`src/rtl/ling_modadd_pipe.sv`:
```
// rtl/ling_modadd_pipe.sv - 3-stage Ling prefix adder, binary 2^W or modulo 2^W-1 (end-around carry)
// Optional macro LING_MOD_NORMALISE_EN: modulo-mode all-ones result is folded to the single zero.
module ling_modadd_pipe #(
   parameter int           W         = 16,
   parameter logic [W-1:0] RESET_SUM = '0
) (
   input  logic         clk,
   input  logic         rst,
   input  logic         in_valid,
   output logic         in_ready,
   input  logic [W-1:0] in_a,
   input  logic [W-1:0] in_b,
   input  logic         in_cin,
   input  logic         in_mode,
   output logic         out_valid,
   input  logic         out_ready,
   output logic [W-1:0] out_sum,
   output logic         out_cout,
   output logic         out_mode
);
   localparam int LVL = $clog2(W);

   logic         v1, v2, v3;
   logic         adv1, adv2, adv3;
   logic [W-1:0] g1, p1, x1;
   logic         mode1, cin1;
   logic [W-1:0] h2, p2, x2;
   logic         mode2, cin2;
   logic [W-1:0] h_next, c2, carry_in, sum_next;

   // A stage moves when it is empty or its successor moves, so bubbles collapse.
   assign adv3      = !v3 || out_ready;
   assign adv2      = !v2 || adv3;
   assign adv1      = !v1 || adv2;
   assign in_ready  = adv1;
   assign out_valid = v3;

   // Radix-2 Ling prefix. q[i] holds the propagate chain shifted down by one bit,
   // so level 0 reduces to the classic H1 = g[i] | g[i-1] pair term.
   // Modulo mode rotates (cyclic span); binary mode shifts in the identity element.
   // A cyclic span beyond W only adds terms already implied by the exact-W span.
   function automatic logic [W-1:0] ling_prefix(input logic [W-1:0] g, input logic [W-1:0] p,
                                                input logic mode, input logic cin);
      logic [W-1:0] h, q, hs, qs;
      int           d;
      h = g;
      q = mode ? {p[W-2:0], p[W-1]} : {p[W-2:0], 1'b1};
      for (int l = 0; l < LVL; l++) begin
         d  = 1 << l;
         hs = mode ? ((h << d) | (h >> (W - d))) : (h << d);
         qs = mode ? ((q << d) | (q >> (W - d))) : ((q << d) | ~({W{1'b1}} << d));
         h  = h | (q & hs);
         q  = q & qs;
      end
      return h | (q & {W{~mode & cin}});
   endfunction

   assign h_next   = ling_prefix(g1, p1, mode1, cin1);
   assign c2       = p2 & h2;
   assign carry_in = mode2 ? {c2[W-2:0], c2[W-1]} : {c2[W-2:0], cin2};

   always_comb begin
      sum_next = x2 ^ carry_in;
`ifdef LING_MOD_NORMALISE_EN
      if (mode2 && (&sum_next)) sum_next = '0;
`endif
   end

   always_ff @(posedge clk) begin
      if (rst) begin
         v1 <= 1'b0;
         v2 <= 1'b0;
         v3 <= 1'b0;
      end else begin
         if (adv1) v1 <= in_valid;
         if (adv2) v2 <= v1;
         if (adv3) v3 <= v2;
      end
   end

   always_ff @(posedge clk) begin
      if (adv1 && in_valid) begin
         g1    <= in_a & in_b;
         p1    <= in_a | in_b;
         x1    <= in_a ^ in_b;
         mode1 <= in_mode;
         cin1  <= in_cin;
      end
      if (adv2 && v1) begin
         h2    <= h_next;
         p2    <= p1;
         x2    <= x1;
         mode2 <= mode1;
         cin2  <= cin1;
      end
   end

   // Output registers only load real beats, so RESET_SUM persists until the first result.
   always_ff @(posedge clk) begin
      if (rst) begin
         out_sum  <= RESET_SUM;
         out_cout <= 1'b0;
         out_mode <= 1'b0;
      end else if (adv3 && v2) begin
         out_sum  <= sum_next;
         out_cout <= c2[W-1];
         out_mode <= mode2;
      end
   end
endmodule
```
`config.mk`:
```
export PLATFORM = sky130hd
export DESIGN_NAME = ling_modadd_pipe
export DESIGN_NICKNAME = d
export VERILOG_FILES = /design/src/rtl/ling_modadd_pipe.sv
export SDC_FILE = /design/constraint.sdc
export NUM_CORES = 1
export LEC_CHECK = 0
export CAP_MARGIN = 20
export CORE_MARGIN = 2
export CORE_UTILIZATION = 35
export CTS_BUF_LIST = sky130_fd_sc_hd__clkbuf_8
export DETAILED_ROUTE_END_ITERATION = 6
export PLACE_DENSITY = 0.55
export SETUP_SLACK_MARGIN = 0.1
export SYNTH_ARGS = -nofsm -noshare
export SYNTH_HDL_FRONTEND = slang
export SYNTH_SLANG_ARGS = --single-unit
```
`constraint.sdc`:
```
create_clock -name clk -period 7.6 [get_ports clk]
set_clock_uncertainty 0.15 [all_clocks]
set_input_delay 0.76 -clock clk [delete_from_list [all_inputs] [get_ports clk]]
set_output_delay 0.76 -clock clk [all_outputs]
set_load 0.01 [all_outputs]
```
==> metrics.md, run 1 <==
| Metric | Value |
|---|---|
| Root Driver | `clkbuf_8` |
| Top cells by count, synth | `100 x edfxtp_1, 55 x inv_1, 37 x nand2_1, 32 x ha_1` |
| Global-route wire length before repair | `approximately 16 mm` |
| Max Cap Viol | `0` |
| Max_slew headroom | `0.476` |
| Multi-input gate area | `1570 µm²` |
| Largest net degree at the start of global routing | `51` |
| Fill count | `roughly 1400` |
| DRC violations left | `0` |
| Static leakage | `0.00244 µW` |
| Die Y-Extent | `126 µm` |
| Critical Path Fanout Max | `6` |
| CP peak stage delay | `0.50 ns` |
| Overall power | `approximately 1500 µW` |
| Post-route ant nets | `0` |
| Top cell type's share of synthesized area | `0.575` |
| CTS resizes | `0` |
| TritonCTS clock tree | `yes` |
| Gr usage total | `0.135` |
| EDFF count, synth | `100` |
| Hold path startpoint | `x1[0]` |
| Pre-antenna DRT Iters | `5` |
| Worst-case reg-to-reg path depth | `4` |
| Placed cell area | `6020 µm²` |
| Grt total ovfl | `0` |
| CP Class | `primary input to primary output` |
| Layout cells sized above 1 | `0.0840` |
| Post-CTS Repair Setup Buffers | `0` |
| Total CTS buffers | `17` |
| Die width | `126 µm` |
| Critical Path Slowest Stage Cell | `clkdlybuf4s50_1` |
| Worst Path Required | `roughly 6.7 ns` |
| Crit start category | `primary input` |
| R2r startpoint | `p1[14]` |
| RSZ-0062 raised after global routing | `false` |
| Clk sink count | `121` |
| Register cell area after layout | `around 3400 µm²` |
| Clk pin slew, worst setup/hold paths | `0.07 ns` |
| Syn Area/Cell | `12.6 µm²` |
| CORE AREA | `around 15000 µm²` |
| #FFs+latches synth | `approximately 120` |
| Initial Util | `0.359` |
| Worst Hold Endpoint | `x2[0]` |
| Syn Std Cell Area | `5220 µm²` |
| Clk Latency, worst-skew pair | `0.43 ns` |
| Final setup fails | `0` |
| Count of buffers inserted at the top-level ports | `57` |
| Synth top area cells | `edfxtp_1 57%, dfxtp_1 8.0%, ha_1 7.7%` |
| WL/cell | `between 10 and 15 µm` |
| Worst-Margin Slew | `0.783 ns` |
| Crit-path most repeated cell | `clkdlybuf4s50_1` |
| WL final | `10.1 mm` |
| R2r setup slk | `5.58 ns` |
| Slew Viols, Final | `0` |
| Non-filler cells, final | `684` |
| Syn Inst Count | `414` |
| Worst EP arrival | `2.19 ns` |
| Leading area contributor after synthesis | `edfxtp_1` |
| Final Net Count | `557` |
| Main synth FF type | `edfxtp_1` |
| # placed instances | `approximately 650` |
| Initial antenna violation count | `0` |
| Vias | `3260` |
| Routability congestion estimate | `about 0.85` |
| Status | `complete, no violations` |
| Most common cell in the netlist | `edfxtp_1` |
| Inserted Diodes | `0` |
| Vias in the first global route | `3216` |
| Setup total negative slack | `0 ns` |
| Netlist cell types | `37` |
| Longest Clk Path Bufs | `2` |
| Min-delay worst type | `register to register` |
| Final hold viol count | `0` |
| Critical path, cell by cell | `clkdlybuf4s50_1 > nor2b_2 > nand3_1 > clkdlybuf4s50_1` |
| Max IR drop VDD | `~0.1 mV` |
| CTS H-tree lvls | `4` |
| Worst hold path depth | `0` |
| Net Count, Synth | `484` |
| Synth warn | `0` |
| CP Capture Type | `primary output` |
| Post-synth ARST share | `0` |
| Num rows | `44` |
| Mean number of vias per cell | `4.77` |
| HPWL after DPL | `7.41 mm` |
| DR iter-0 viols | `208` |
| Finished Cell Area | `6420 µm²` |
| R2r endpoint | `h2[3]` |
| Min Tclk post-route | `3.10 ns` |
| Post-synthesis sequential area ratio | `0.655` |
| Tcrit/Tclk final | `0.407` |
| Cts hold-fix bufs | `0` |
| I/O pins | `58` |
| Die area | `between 15000 and 20000 µm²` |
| Max Freq | `323 MHz` |
| Pwr/cell area | `233 nW/µm²` |
| Area delta synth->final | `23.0%` |
sequential cells by signal, indices dropped and copies added, names as in the netlist, 16 cells and up:
name	flops
g1	16
p1	16
h2	16
out_sum	16
x1	16
x2	16
p2	16
metal layers:
metal	vias to the layer above	wire length, µm	global-route usage
met5	-	0	0
met4	0	175	0.0556
met2	67	4590	0.210
met3	14	452	0.0404
met1	1559	4920	0.178
li1	1620	-	-
critical path, delay by kind of cell:
family                 cells  cell delay, ns
buffers and inverters      2            0.91
AND/OR/NAND/NOR            2            0.51
kinds of logic after synthesis:
logic type                 synth area share
and+or+nand+nor                      0.0834
adders and majority gates            0.0767
DFF                                   0.655
buffers and inverters                0.0489
muxes                               0.00192
xor gates and xnor gates             0.0252
AOI/OAI and AO/OA                     0.109
placed cells by master, fill, tap and decap left out, drive strengths merged, types with 6 or more instances in the layout:
cell,instances
a211oi,17
a21oi,31
clkbuf,21
clkdlybuf4s50,57
dfxtp,21
edfxtp,100
ha,32
inv,59
nand2,37
nand3,8
nand4,7
nor2,30
o21ai,19
o31ai,6
xor2,15
area by class of cell:
cell class / count / share of cell area
timing repair buffer: 60 / 0.0935
tap: 184 / 0.0358
multi-input combinational: 232 / 0.244
sequential: 121 / 0.533
clock inverter: 11 / 0.0160
clock buffer: 21 / 0.0450
inverter: 55 / 0.0321
worst max-delay path by stage:
stage	end	slack (ns)	from	depth (start not counted)
finish	in_ready	4.50	out_ready	4
global route	in_ready	4.41	out_ready	4
CTS	in_ready	4.49	out_ready	4
detailed placement	in_ready	4.50	out_ready	4
global placement	in_ready	4.53	out_ready	4
floorplan	cin2	2.43	out_ready	2
power by group:
part | switching [µW] | internal (µW) | total (µW)
Clock | 238 | 320 | 558
Combinational | 72.4 | 57.1 | 129
Sequential | 33.2 | 772 | 806
Total | 344 | 1150 | 1490
metrics by stage:
| stage | util | hold slack (ns) | setup WS (ns) |
|---|---|---|---|
| 2_1_floorplan | - | 0.250 | 2.43 |
| 3_3_place_gp | 0.414 | 0.258 | 4.53 |
| 3_5_place_dp | 0.414 | 0.256 | 4.50 |
| 4_1_cts | 0.441 | 0.271 | 4.49 |
| 5_1_grt | 0.442 | 0.271 | 4.41 |
| 6_report | 0.442 | 0.268 | 4.50 |
Power figures use the tool's default switching activity.
==> run 2: changes to the inputs <==
Settings changed: PLACE_DENSITY 0.55 to 0.57.
Clock period 7.6 ns to 2.8 ns, I/O delays scaled along.
==> run 2 against run 1 <==
Sequential cell count did not move; first-iteration DRC count fell by 1.4%; combinational power rose to 2.7 times the previous value; critical path depth fell by 1.
==> metrics.md, run 2 (synthesized netlist as in run 1, its figures left out) <==
| Metric | Value |
|---|---|
| Area delta synth->final | `22.9% (about the same)` |
| Clk pin slew, worst setup/hold paths | `0.07 ns (about the same)` |
| Vias in the first global route | `3202 (-0.44%)` |
| Crit start category | `register` |
| Non-filler cells, final | `684 (unchanged)` |
| CP Capture Type | `primary output` |
| Final setup margin | `0.577 ns (-3.93 ns)` |
| Initial antenna violation count | `0 (unchanged)` |
| Final Net Count | `557 (unchanged)` |
| Num rows | `44 (unchanged)` |
| RSZ-0062 raised after global routing | `false` |
| Cts hold-fix bufs | `0 (unchanged)` |
| Largest net degree at the start of global routing | `51 (unchanged)` |
| Overall power | `3980 µW (+170%)` |
| Worst-case reg-to-reg path depth | `4 (unchanged)` |
| Worst EP arrival | `1.79 ns (-0.40 ns)` |
| Leading cell type in the layout, fill and taps excluded | `edfxtp_1` |
| Longest Clk Path Bufs | `2 (unchanged)` |
| Inserted Diodes | `0 (unchanged)` |
| CORE AREA | `14500 µm² (unchanged)` |
| Worst hold path depth | `0 (unchanged)` |
| Pre-antenna DRT Iters | `4 (-1)` |
| Worst Path Required | `2.37 ns (-4.32 ns)` |
| Critical Path Fanout Max | `6 (unchanged)` |
| Worst Hold Endpoint | `x2[6]` |
| Die Y-Extent | `126 µm (unchanged)` |
| Hold path startpoint | `x1[6]` |
| Slew Viols, Final | `0 (unchanged)` |
| Die area | `15900 µm² (unchanged)` |
| I/O pins | `58 (unchanged)` |
| CP Class | `register to primary output` |
| Max IR drop VDD | `0.290 mV (+190%)` |
| Post-route ant nets | `0 (unchanged)` |
| Gr usage total | `0.133 (-0.00222)` |
| Min-delay worst type | `register to register` |
| Max Cap Viol | `0 (unchanged)` |
| Final hold viol count | `0 (unchanged)` |
| Worst Setup SP | `out_valid` |
| Routability congestion estimate | `0.818 (-4.2%)` |
| Worst-Margin Slew | `0.767 ns (-0.0164 ns)` |
| Min Tclk post-route | `2.22 ns` |
| HPWL after DPL | `7.45 mm (+0.45%)` |
| Vias | `3198 (-1.9%)` |
| Final setup fails | `0 (unchanged)` |
| Static leakage | `0.00240 µW (-1.5%)` |
| WL final | `9.96 mm (-1.7%)` |
| Root Driver | `clkbuf_8` |
| Layout cells sized above 1 | `0.0840 (unchanged)` |
| WL/cell | `14.6 µm (-1.7%)` |
| DR iter-0 viols | `205 (-1.4%)` |
| Die width | `126 µm (unchanged)` |
| Clk Latency, worst-skew pair | `0.43 ns (about the same)` |
| Pwr/cell area | `620 nW/µm² (+170%)` |
| Global-route wire length before repair | `16.1 mm (-0.89%)` |
| R2r startpoint | `p1[11]` |
| Tcrit/Tclk final | `0.794` |
| # placed instances | `652 (+0.15%)` |
| R2r endpoint | `h2[0]` |
| R2r setup slk | `0.93 ns (-4.65 ns)` |
| CTS H-tree lvls | `4 (unchanged)` |
| Mean number of vias per cell | `4.68 (-1.9%)` |
| Status | `complete, no violations` |
| Setup total negative slack | `0 ns (unchanged)` |
| Place WS | `0.652 ns (-3.85 ns)` |
| Grt total ovfl | `0 (unchanged)` |
| Max Freq | `around 450 MHz` |
| CTS resizes | `0 (unchanged)` |
| TritonCTS clock tree | `yes` |
| Clk sink count | `121 (unchanged)` |
| Fill count | `1389 (+0.94%)` |
| Count of buffers inserted at the top-level ports | `57 (unchanged)` |
| Max_slew headroom | `0.487 (+0.0110)` |
| Initial Util | `0.359 (unchanged)` |
| Total CTS buffers | `17 (unchanged)` |
| DRC violations left | `0 (unchanged)` |
| Commonest non-fill, non-tap cells in the layout | `100 x edfxtp_1, 57 x clkdlybuf4s50_1, 56 x inv_1` |
| Post-CTS Repair Setup Buffers | `0 (unchanged)` |
| Min Hold Slack | `0.269 ns (+0.00161 ns)` |
-- run 2: stage by stage --
step | instance area (µm²) | utilization
floorplan | 5230 | -
global placement | 6050 | 0.416
detailed placement | 6050 | 0.416
CTS | 6420 | 0.442
global route | 6420 | 0.442
finish | 6420 | 0.442
-- run 2: worst max-delay path, stage by stage (launching register included) --
cell             delay (ns)
dfxtp_1                0.33
nor2b_2                0.38
nand3_1                0.15
clkdlybuf4s50_1        0.51
-- run 2: layer usage --
metal | GRT usage | wire (µm) | share of wire
met5 | 0 | 0 | 0
met4 | 0.0569 | 171 | 0.017
met3 | 0.0425 | 458 | 0.046
met2 | 0.206 | 4670 | 0.47
met1 | 0.173 | 4660 | 0.47
-- run 2: worst max-delay path by stage --
stage | slack, ns | cells after the start | endpoint
detailed placement | 0.65 | 4 | in_ready
CTS | 0.53 | 3 | in_ready
floorplan | 0.11 | 2 | cin1
finish | 0.58 | 3 | in_ready
global route | 0.47 | 3 | in_ready
global placement | 0.69 | 4 | in_ready
-- run 2: area by class of cell --
class / count / area (µm²) / share of cell area
clock buffer: 17 / 234 / 0.0365
multi-input combinational: 232 / 1570 / 0.245
tap: 184 / 230 / 0.0359
inverter: 55 / 206 / 0.0322
clock inverter: 15 / 136 / 0.0212
sequential: 121 / 3420 / 0.533
timing repair buffer: 60 / 618 / 0.0963
-- run 2: where the power goes --
group	internal [µW]	total [µW]	switching, µW	leakage, µW
clock network	770	1440	673	0.000175
registers	2100	2190	89.4	0.00112
logic	158	353	195	0.00110
